File: src/rtl/pc_sequencer_pkg.sv
// Shared word width, memory-timeout default and state encoding for the PC sequencer.
// Build option PC_SEQ_STEP_EN adds the STEP state used for single-stepping.
package pc_sequencer_pkg;

  localparam int WORD            = 16;
  localparam int MEM_TIMEOUT_DEF = 8;

  typedef enum logic [3:0] {
    S_IDLE   = 4'd0,
    S_FETCH  = 4'd1,
    S_LATCH  = 4'd2,
    S_MEM    = 4'd3,
    S_DECODE = 4'd4,
    S_EXEC   = 4'd5,
    S_WB     = 4'd6,
    S_HALT   = 4'd7
`ifdef PC_SEQ_STEP_EN
    ,
    S_STEP   = 4'd8
`endif
  } seq_state_e;

  // One spare bit so the counter can saturate above the terminal value.
  function automatic int tmo_width(input int timeout);
    return $clog2(timeout) + 1;
  endfunction

endpackage

File: src/rtl/pc_sequencer_if.sv
// Instruction-memory, decode/execute and program_counter control signals of the sequencer.
// master = sequencer side, slave = memory/decoder/execute/program_counter side.
interface pc_sequencer_if import pc_sequencer_pkg::*; #(
  parameter int WIDTH = WORD
);

  logic             imem_req;
  logic [WIDTH-1:0] imem_addr;
  logic             imem_ack;

  logic             dec_valid;
  logic             dec_jump;
  logic             dec_rjump;
  logic             dec_halt;
  logic [WIDTH-1:0] dec_target;
  logic [WIDTH-1:0] dec_offset;

  logic             exec_done;

  logic             PC_fetch;
  logic             jump;
  logic             rjump;
  logic             PC_wb_tr;
  logic [WIDTH-1:0] jump_loc;
  logic [WIDTH-1:0] jump_inc;

  modport master (
    output imem_req, imem_addr,
    input  imem_ack,
    input  dec_valid, dec_jump, dec_rjump, dec_halt, dec_target, dec_offset,
    input  exec_done,
    output PC_fetch, jump, rjump, PC_wb_tr, jump_loc, jump_inc
  );

  modport slave (
    input  imem_req, imem_addr,
    output imem_ack,
    output dec_valid, dec_jump, dec_rjump, dec_halt, dec_target, dec_offset,
    output exec_done,
    input  PC_fetch, jump, rjump, PC_wb_tr, jump_loc, jump_inc
  );

endinterface

File: src/rtl/pc_sequencer_timeout_ctr.sv
// Loadable saturating up-counter with clear/enable; term flags count == TIMEOUT-1.
// Clear wins over load, load wins over enable.
module seq_timeout_ctr import pc_sequencer_pkg::*; #(
  parameter  int TIMEOUT = MEM_TIMEOUT_DEF,
  localparam int CW      = tmo_width(TIMEOUT)
) (
  input  logic          clk,
  input  logic          rst,
  input  logic          clr,
  input  logic          en,
  input  logic          load,
  input  logic [CW-1:0] load_val,
  output logic          term
);

  logic [CW-1:0] count;

  always_ff @(posedge clk) begin
    if (rst || clr) begin
      count <= '0;
    end else if (load) begin
      count <= load_val;
    end else if (en && (count != {CW{1'b1}})) begin
      count <= count + CW'(1);
    end
  end

  assign term = (count == CW'(TIMEOUT - 1));

endmodule

File: src/rtl/pc_sequencer.sv
// Instruction-cycle controller for program_counter: one PC update per instruction.
// Build option PC_SEQ_STEP_EN adds the step input and a STEP state between WB and FETCH.
module pc_sequencer import pc_sequencer_pkg::*; #(
  parameter int WIDTH       = WORD,
  parameter int MEM_TIMEOUT = MEM_TIMEOUT_DEF
) (
  input  logic             clk,
  input  logic             rst,
  input  logic             run,
`ifdef PC_SEQ_STEP_EN
  input  logic             step,
`endif
  input  logic [WIDTH-1:0] pc_loc,
  pc_sequencer_if.master   bus,
  output logic             halted,
  output logic             fault
);

  // state  | meaning
  // IDLE   | wait for run          FETCH  | PC_fetch strobe        LATCH | imem_addr <= pc_loc
  // MEM    | imem_req until ack    DECODE | wait dec_valid, latch  EXEC  | wait exec_done
  // WB     | single PC update      HALT   | halted until rst       STEP  | wait step (option)

  seq_state_e       state, state_nxt;
  logic             jmp_q, rjmp_q;
  logic [WIDTH-1:0] tgt_q, off_q, addr_q;
  logic             tmo_clr, tmo_en, tmo_term;
  logic             dec_take, tmo_fire;

  seq_timeout_ctr #(
    .TIMEOUT (MEM_TIMEOUT)
  ) u_tmo (
    .clk      (clk),
    .rst      (rst),
    .clr      (tmo_clr),
    .en       (tmo_en),
    .load     (1'b0),
    .load_val ('0),
    .term     (tmo_term)
  );

  always_ff @(posedge clk) begin
    if (rst) begin
      state  <= S_IDLE;
      jmp_q  <= 1'b0;
      rjmp_q <= 1'b0;
      tgt_q  <= '0;
      off_q  <= '0;
      addr_q <= '0;
      fault  <= 1'b0;
    end else begin
      state <= state_nxt;
      if (state == S_LATCH) begin
        addr_q <= pc_loc;
      end
      if (dec_take) begin
        jmp_q  <= bus.dec_jump;
        rjmp_q <= bus.dec_rjump;
        tgt_q  <= bus.dec_target;
        off_q  <= bus.dec_offset;
      end
      if (tmo_fire) begin
        fault <= 1'b1;
      end
    end
  end

  always_comb begin
    state_nxt    = state;
    bus.PC_fetch = 1'b0;
    bus.jump     = 1'b0;
    bus.rjump    = 1'b0;
    bus.PC_wb_tr = 1'b0;
    bus.imem_req = 1'b0;
    bus.jump_loc = '0;
    bus.jump_inc = '0;
    halted       = 1'b0;
    tmo_en       = 1'b0;
    tmo_clr      = 1'b1;
    dec_take     = 1'b0;
    tmo_fire     = 1'b0;

    case (state)
      S_IDLE: begin
        if (run) state_nxt = S_FETCH;
      end
      S_FETCH: begin
        bus.PC_fetch = 1'b1;
        state_nxt    = S_LATCH;
      end
      S_LATCH: begin
        state_nxt = S_MEM;
      end
      S_MEM: begin
        bus.imem_req = 1'b1;
        // An ack on the terminal cycle still completes the fetch.
        if (bus.imem_ack) begin
          state_nxt = S_DECODE;
        end else if (tmo_term) begin
          tmo_fire  = 1'b1;
          state_nxt = S_HALT;
        end else begin
          tmo_clr = 1'b0;
          tmo_en  = 1'b1;
        end
      end
      S_DECODE: begin
        if (bus.dec_valid) begin
          dec_take  = 1'b1;
          state_nxt = bus.dec_halt ? S_HALT : S_EXEC;
        end
      end
      S_EXEC: begin
        if (bus.exec_done) state_nxt = S_WB;
      end
      S_WB: begin
        if (jmp_q) begin
          bus.jump     = 1'b1;
          bus.jump_loc = tgt_q;
        end else begin
          bus.PC_wb_tr = 1'b1;
          bus.rjump    = rjmp_q;
          bus.jump_inc = rjmp_q ? off_q : WIDTH'(1);
        end
`ifdef PC_SEQ_STEP_EN
        state_nxt = S_STEP;
`else
        state_nxt = run ? S_FETCH : S_IDLE;
`endif
      end
`ifdef PC_SEQ_STEP_EN
      S_STEP: begin
        if (!run) begin
          state_nxt = S_IDLE;
        end else if (step) begin
          state_nxt = S_FETCH;
        end
      end
`endif
      S_HALT: begin
        halted = 1'b1;
      end
      default: begin
        state_nxt = S_IDLE;
      end
    endcase
  end

  assign bus.imem_addr = addr_q;

endmodule

File: src/flat_wrapper.sv
// flat-port wrapper written by rule: the top's interface ports become plain ports
module pc_sequencer_flat import pc_sequencer_pkg::*;
#(
  parameter int WIDTH       = WORD,
  parameter int MEM_TIMEOUT = MEM_TIMEOUT_DEF
)
  (clk, rst, run, pc_loc, halted, fault, bus_imem_req, bus_imem_addr, bus_imem_ack, bus_dec_valid, bus_dec_jump, bus_dec_rjump, bus_dec_halt, bus_dec_target, bus_dec_offset, bus_exec_done, bus_PC_fetch, bus_jump, bus_rjump, bus_PC_wb_tr, bus_jump_loc, bus_jump_inc);
  pc_sequencer_if #(.WIDTH(WIDTH)) bus_i ();
  input  logic clk;
  input  logic rst;
  input  logic run;
  input  logic [WIDTH-1:0] pc_loc;
  output logic halted;
  output logic fault;
  output wire logic [$bits(bus_i.imem_req)-1:0] bus_imem_req;
  output wire logic [$bits(bus_i.imem_addr)-1:0] bus_imem_addr;
  input wire logic [$bits(bus_i.imem_ack)-1:0] bus_imem_ack;
  input wire logic [$bits(bus_i.dec_valid)-1:0] bus_dec_valid;
  input wire logic [$bits(bus_i.dec_jump)-1:0] bus_dec_jump;
  input wire logic [$bits(bus_i.dec_rjump)-1:0] bus_dec_rjump;
  input wire logic [$bits(bus_i.dec_halt)-1:0] bus_dec_halt;
  input wire logic [$bits(bus_i.dec_target)-1:0] bus_dec_target;
  input wire logic [$bits(bus_i.dec_offset)-1:0] bus_dec_offset;
  input wire logic [$bits(bus_i.exec_done)-1:0] bus_exec_done;
  output wire logic [$bits(bus_i.PC_fetch)-1:0] bus_PC_fetch;
  output wire logic [$bits(bus_i.jump)-1:0] bus_jump;
  output wire logic [$bits(bus_i.rjump)-1:0] bus_rjump;
  output wire logic [$bits(bus_i.PC_wb_tr)-1:0] bus_PC_wb_tr;
  output wire logic [$bits(bus_i.jump_loc)-1:0] bus_jump_loc;
  output wire logic [$bits(bus_i.jump_inc)-1:0] bus_jump_inc;
  assign bus_imem_req = bus_i.imem_req;
  assign bus_imem_addr = bus_i.imem_addr;
  assign bus_i.imem_ack = bus_imem_ack;
  assign bus_i.dec_valid = bus_dec_valid;
  assign bus_i.dec_jump = bus_dec_jump;
  assign bus_i.dec_rjump = bus_dec_rjump;
  assign bus_i.dec_halt = bus_dec_halt;
  assign bus_i.dec_target = bus_dec_target;
  assign bus_i.dec_offset = bus_dec_offset;
  assign bus_i.exec_done = bus_exec_done;
  assign bus_PC_fetch = bus_i.PC_fetch;
  assign bus_jump = bus_i.jump;
  assign bus_rjump = bus_i.rjump;
  assign bus_PC_wb_tr = bus_i.PC_wb_tr;
  assign bus_jump_loc = bus_i.jump_loc;
  assign bus_jump_inc = bus_i.jump_inc;
  pc_sequencer #(.WIDTH(WIDTH), .MEM_TIMEOUT(MEM_TIMEOUT)) u_core (.clk(clk), .rst(rst), .run(run), .pc_loc(pc_loc), .bus(bus_i), .halted(halted), .fault(fault));
endmodule
File: config.mk
export PLATFORM = sky130hd
export DESIGN_NAME = pc_sequencer_flat
export DESIGN_NICKNAME = d
export VERILOG_FILES = /design/src/rtl/pc_sequencer_pkg.sv /design/src/rtl/pc_sequencer_if.sv /design/src/rtl/pc_sequencer_timeout_ctr.sv /design/src/rtl/pc_sequencer.sv /design/src/flat_wrapper.sv
export SDC_FILE = /design/constraint.sdc
export NUM_CORES = 1
export LEC_CHECK = 0
export ABC_AREA = 1
export BUFFER_PORTS_ARGS = -buffer_cell sky130_fd_sc_hd__buf_4
export CAP_MARGIN = 20
export CORE_MARGIN = 5
export CORE_UTILIZATION = 46
export CTS_CLUSTER_SIZE = 16
export DETAILED_ROUTE_END_ITERATION = 10
export GPL_TIMING_DRIVEN = 1
export PLACE_DENSITY_LB_ADDON = 0.05
export SETUP_SLACK_MARGIN = 0.2
export SYNTH_ARGS = -nofsm -noshare
export SYNTH_HDL_FRONTEND = slang
export SYNTH_SLANG_ARGS = --single-unit
File: constraint.sdc
create_clock -name clk -period 1.45 [get_ports clk]
set_input_delay 0.2175 -clock clk [delete_from_list [all_inputs] [get_ports clk]]
set_output_delay 0.2175 -clock clk [all_outputs]
set_load 0.05 [all_outputs]
==> summary.md, run 1 <==
| Metric | Value |
|---|---|
| Ranking of synthesized cells by instance count | nor2_1 (68), dfxtp_1 (58), o21ai_0 (49) |
| Clk sink count | 58 |
| Number of synthesized flops with an enable pin | 0 |
| Fraction of synthesized cell area in xor and xnor cells | 0.00355 |
| Most instantiated library cell after synthesis | nor2_1 |
| Cells after Synth | around 340 |
| Maximum number of pins on one net before global-route repair | 24 |
| Complex-gate fraction of the synthesized area | 0.189 |
| Clock H-tree levels | 3 |
| Half-perimeter wire length after placement | 4600 microns |
| Area share of the largest cell type after synthesis | 0.471 |
| Worst-case setup slack after placement | -62.9 ps |
| Std cell rows | 26 |
| Total CTS buffers | 9 |
| Port Buffer Count | between 100 and 150 |
| Net count after synthesis | 396 |
| Area post-placement | 3600 sq um |
| Status | stopped before the end |
| Hold Buf Count CTS | 0 |
| Dominant synthesized flop cell | dfxtp_1 |
| Initial Utilization | 0.477 |
| Synth async-reset ratio | 0 |
| Vertical die dimension | 83.2 microns |
| Multiplexer fraction of the synthesized cell area | 0 |
| Ranking of synthesized cells by area | dfxtp_1 (47%), nor2_1 (10%), o21ai_0 (9.9%) |
| Distinct cell type count of the synthesized netlist | 23 |
| Maximum buffer depth of the clock tree | 2 |
| Average size of a mapped cell | 7.30 sq um |
| Post-Synthesis Cell Area | 2470 sq um |
| CTS Root Cell | clkbuf_8 |
| Error message | [ERROR DPL-0038] Utilization greater than 100%, impossible to legalize |
| Stopping stage | global routing |
| Area share of and/or/nand/nor cells after synthesis | 0.210 |
| Library cell with the largest summed area after synthesis | dfxtp_1 |
| Main combinational cell family by area after synthesis | simple AND/OR/NAND/NOR gates |
| Proportion of synthesized chip area in sequential cells | 0.471 |
| Synthesis warning total | 0 |
| Routability cong. | 0.779 |
| Type of the worst endpoint after the last repair | output port |
| Horizontal die dimension | 83.2 microns |
| Fraction of the mapped netlist area in adder cells | 0.00507 |
| I/O pin total | 112 |
| FF+latch count, synth | 58 |
| Worst_ep grt | bus_jump_inc[15] |
[through the flow]
| step | cells | TNS (ps) |
|---|---|---|
| floorplan | 338 | -3960 |
| global placement | 517 | -8.88 |
| detailed placement | 517 | -609 |
| CTS | 558 | -11790 |
[cell families after synthesis]
| logic type | after synthesis |
|---|---|
| AO/OA/AOI/OAI | 92 |
| adder cells (fa/ha/maj) | 1 |
| buffers and inverters | 68 |
| flip-flops | 58 |
| XOR/XNOR | 1 |
| AND/OR/NAND/NOR | 118 |
[timing repair]
item / 4_1_cts
pin swaps: 30
gates cloned: 9
endpoints found under the hold margin: 0
setup endpoints to repair: 82
gates resized for setup: 173
setup buffers: 16
==> run 2: changes to the inputs <==
- CORE_UTILIZATION: 46 -> 40
- CTS_CLUSTER_SIZE: 16 -> not set
- PLACE_DENSITY_LB_ADDON: 0.05 -> 0.15
- SETUP_SLACK_MARGIN: 0.2 -> not set
==> run 2 against run 1 <==
Effect of this change: synthesized area stayed put; the flow now finishes, with violations (setup timing); synthesized cell count stayed put.
==> summary.md, run 2 <==
| Metric | Value |
|---|---|
| Final total power | 6050 uW |
| Total via count in the routed design | 2607 |
| Kind of end point of the critical path | output pin |
| Worst reg2reg startpoint | u_core.state[1] |
| Most common library cell in the layout ignoring fill and taps | buf_4 |
| Library cell with the largest summed area after synthesis | dfxtp_1 (unchanged) |
| Worst setup margin | -325 ps |
| Most frequent cells in the layout | buf_4 (91), dfxtp_1 (55), nor2_1 (45), inv_1 (44), a21oi_1 (39) |
| Proportion of synthesized chip area in sequential cells | 0.471 (unchanged) |
| Cells after Synth | 338 (unchanged) |
| Iter 0 DRT Violations | 92 |
| Maximum number of pins on one net before global-route repair | 68 |
| Drt via density | about 4.7 |
| Synth async-reset ratio | 0 (unchanged) |
| Antenna diode count | 0 |
| Hold Path Origin | rst |
| Remaining antenna violation count after routing | 0 |
| Synthesis-to-finish area growth | 71.9% |
| Clk Latency, worst-skew pair | 320 ps |
| Worst EP arrival | 1560 ps |
| Layout cells sized above 1 | 0.438 |
| Number of global-route vias before repair | ~2400 |
| Post-Synthesis Cell Area | 2470 sq um (unchanged) |
| FF+latch count, synth | 58 (unchanged) |
| Number of nets in the layout | 528 |
| Worst setup SP type | flop |
| Die Footprint | 7840 sq um |
| Std cell rows | 28 (was 26) |
| Clock skew after layout | ~3.7 ps |
| VDD IR-drop max | 1240 uV |
| Setup violation total in the final timing report | 37 |
| Initial Utilization | 0.414 (was 0.477) |
| Path type of the worst min-delay path | in -> reg |
| Largest fanout on the critical path | 8 |
| CTS Root Cell | clkbuf_8 (unchanged) |
| Residual overflow from global routing | 0 |
| Net count after synthesis | 396 (unchanged) |
| Clock H-tree levels | 3 (unchanged) |
| Reg2reg setup slack | -20 ps |
| Ranking of synthesized cells by instance count | nor2_1 (68), dfxtp_1 (58), o21ai_0 (49) (unchanged) |
| Dominant synthesized flop cell | dfxtp_1 (unchanged) |
| Cell leakage power | 0.00171 uW |
| Share of the clock period used by the worst path | 1.22 |
| Most instantiated library cell after synthesis | nor2_1 (unchanged) |
| Largest registers | u_core.bus.imem_addr: 16 flops, u_core.off_q: 16 flops, u_core.tgt_q: 16 flops |
| Pwr/cell area | 1430 nW/um^2 |
| Synthesis warning total | 0 (unchanged) |
| Critical path cell sequence | inv_4 -> nor3_4 -> nand2_2 -> clkinv_4 -> nand2_8 -> nor2_4 -> buf_8 |
| Total Neg Setup Slack | -9320 ps |
| Core Footprint | 5960 sq um |
| Number of synthesized flops with an enable pin | 0 (unchanged) |
| Vertical die dimension | 88.5 microns (was 83.2 microns) |
| Required arrival time at the worst endpoint | 1230 ps |
| TritonCTS clock tree | built |
| Worst setup path startpoint | u_core.state[1] |
| Wire per inst | 13.5 microns |
| Number of remaining DRC errors | 0 |
| Transition at the pin with the smallest max-transition slack | around 500 ps |
| Port Buffer Count | 111 (unchanged) |
| Total count of hold-check failures in the final report | 0 |
| Detailed-router iteration count before antenna repair | 4 |
| Horizontal die dimension | 88.5 microns (was 83.2 microns) |
| Filler Cells Inserted | approximately 470 |
| Fmax | 563 MHz |
| Area share of the largest cell type after synthesis | 0.471 (unchanged) |
| Crit Path Category | reg -> out |
| Average size of a mapped cell | 7.30 sq um (unchanged) |
| Failing checks | setup timing |
| Maximum buffer depth of the clock tree | 2 (unchanged) |
| I/O pin total | 112 (unchanged) |
| Status | finished, violations left (was stopped before the end) |
| First-pass GRT wire length | 10900 microns |
| Distinct cell type count of the synthesized netlist | 23 (unchanged) |
| Number of pins with negative max-slew slack in the final report | 0 |
| Total CTS buffers | 9 (unchanged) |
| Worst-path cell with the longest stage delay | dfxtp_4 |
| Ranking of synthesized cells by area | dfxtp_1 (47%), nor2_1 (10%), o21ai_0 (9.9%) (unchanged) |
| GRT Total Usage | 0.181 |
| Number of antenna violations at the first check in global routing | 0 |
| Minimum period implied by the final worst setup slack | 1780 ps |
| Half-perimeter wire length after placement | 4760 microns (was 4600 microns) |
| Biggest cell delay along the critical path | 360 ps |
| Clk sink count | 58 (unchanged) |
| Routability cong. | 0.824 (was 0.779) |
| Routed wire length | 7410 microns |
| Rel. slew slack | 0.667 |
| Unrepaired setup endpoints after global routing | true |
| Clock-pin slew on the worst setup and hold paths | 60 ps |
| Maxcap violations | 0 |
-- run 2: logic make-up after synthesis --
logic type	count (synthesis)	share of synthesized area
buffers and inverters	68	0.122
and+or+nand+nor	118	0.210
DFF	58	0.471
adders and majority gates	1	0.00507
xor gates and xnor gates	1	0.00355
AOI/OAI and AO/OA	92	0.189
-- run 2: final timing paths --
| check | end | cells past startpoint |
|---|---|---|
| worst max-delay path | bus_jump_inc[4] | 7 |
| worst min-delay path | u_core.rjmp_q | 2 |
| worst max register to register | u_core.u_tmo.count[3] | 8 |
| worst min register to register | u_core.fault | 1 |
-- run 2: repair_timing --
action,4_1_cts,5_1_grt
buffers inserted,3,7
gates resized for setup,67,41
setup endpoints to repair,38,79
pin swaps,6,10
gates cloned,1,3
hold buffers,0,0
-- run 2: stage by stage --
stage / area, sq um / setup slack, ps / util / hold WS, ps / cells
after floorplan: 2660 / -199 / - / 287 / 338
after global placement: 3590 / -21.9 / 0.602 / 396 / 522
after detailed placement: 3590 / -62.8 / 0.602 / 397 / 522
after CTS: 4040 / -344 / 0.679 / 44.4 / 542
after global routing: 4240 / -412 / 0.712 / 58.8 / 550
final: 4240 / -325 / 0.712 / 64.6 / 550
-- run 2: where the power goes --
| part | internal [uW] | switching [uW] | total (uW) |
|---|---|---|---|
| Clock | 659 | 593 | 1250 |
| Sequential | 1930 | 154 | 2080 |
| Combinational | 1000 | 1710 | 2710 |
-- run 2: layout make-up --
cell class | instances | area [sq um] | share of cell area
Timing Repair Buffer | 137 | 1290 | 0.305
Inverter | 51 | 211 | 0.0499
Tap cell | 75 | 93.8 | 0.0221
Clock inverter | 3 | 15.0 | 0.00354
Sequential cell | 58 | 1170 | 0.276
Multi-Input combinational cell | 213 | 1310 | 0.308
Clock buffer | 13 | 149 | 0.0351
-- run 2: worst max-delay path: cells and delay by family (launching register included) --
| kind | cells | cell delay [ps] |
|---|---|---|
| DFF | 1 | 360 |
| and+or+nand+nor | 4 | 570 |
| buffers and inverters | 3 | 300 |
-- run 2: routing by layer --
layer	part of all wire	vias to the layer above	track usage
li1	-	1333	-
met1	0.41	1185	0.206
met2	0.52	81	0.316
met3	0.059	8	0.0475
met4	0.0097	0	0.0824
met5	0	-	0
Note: power is estimated with default switching activity, not from simulation.
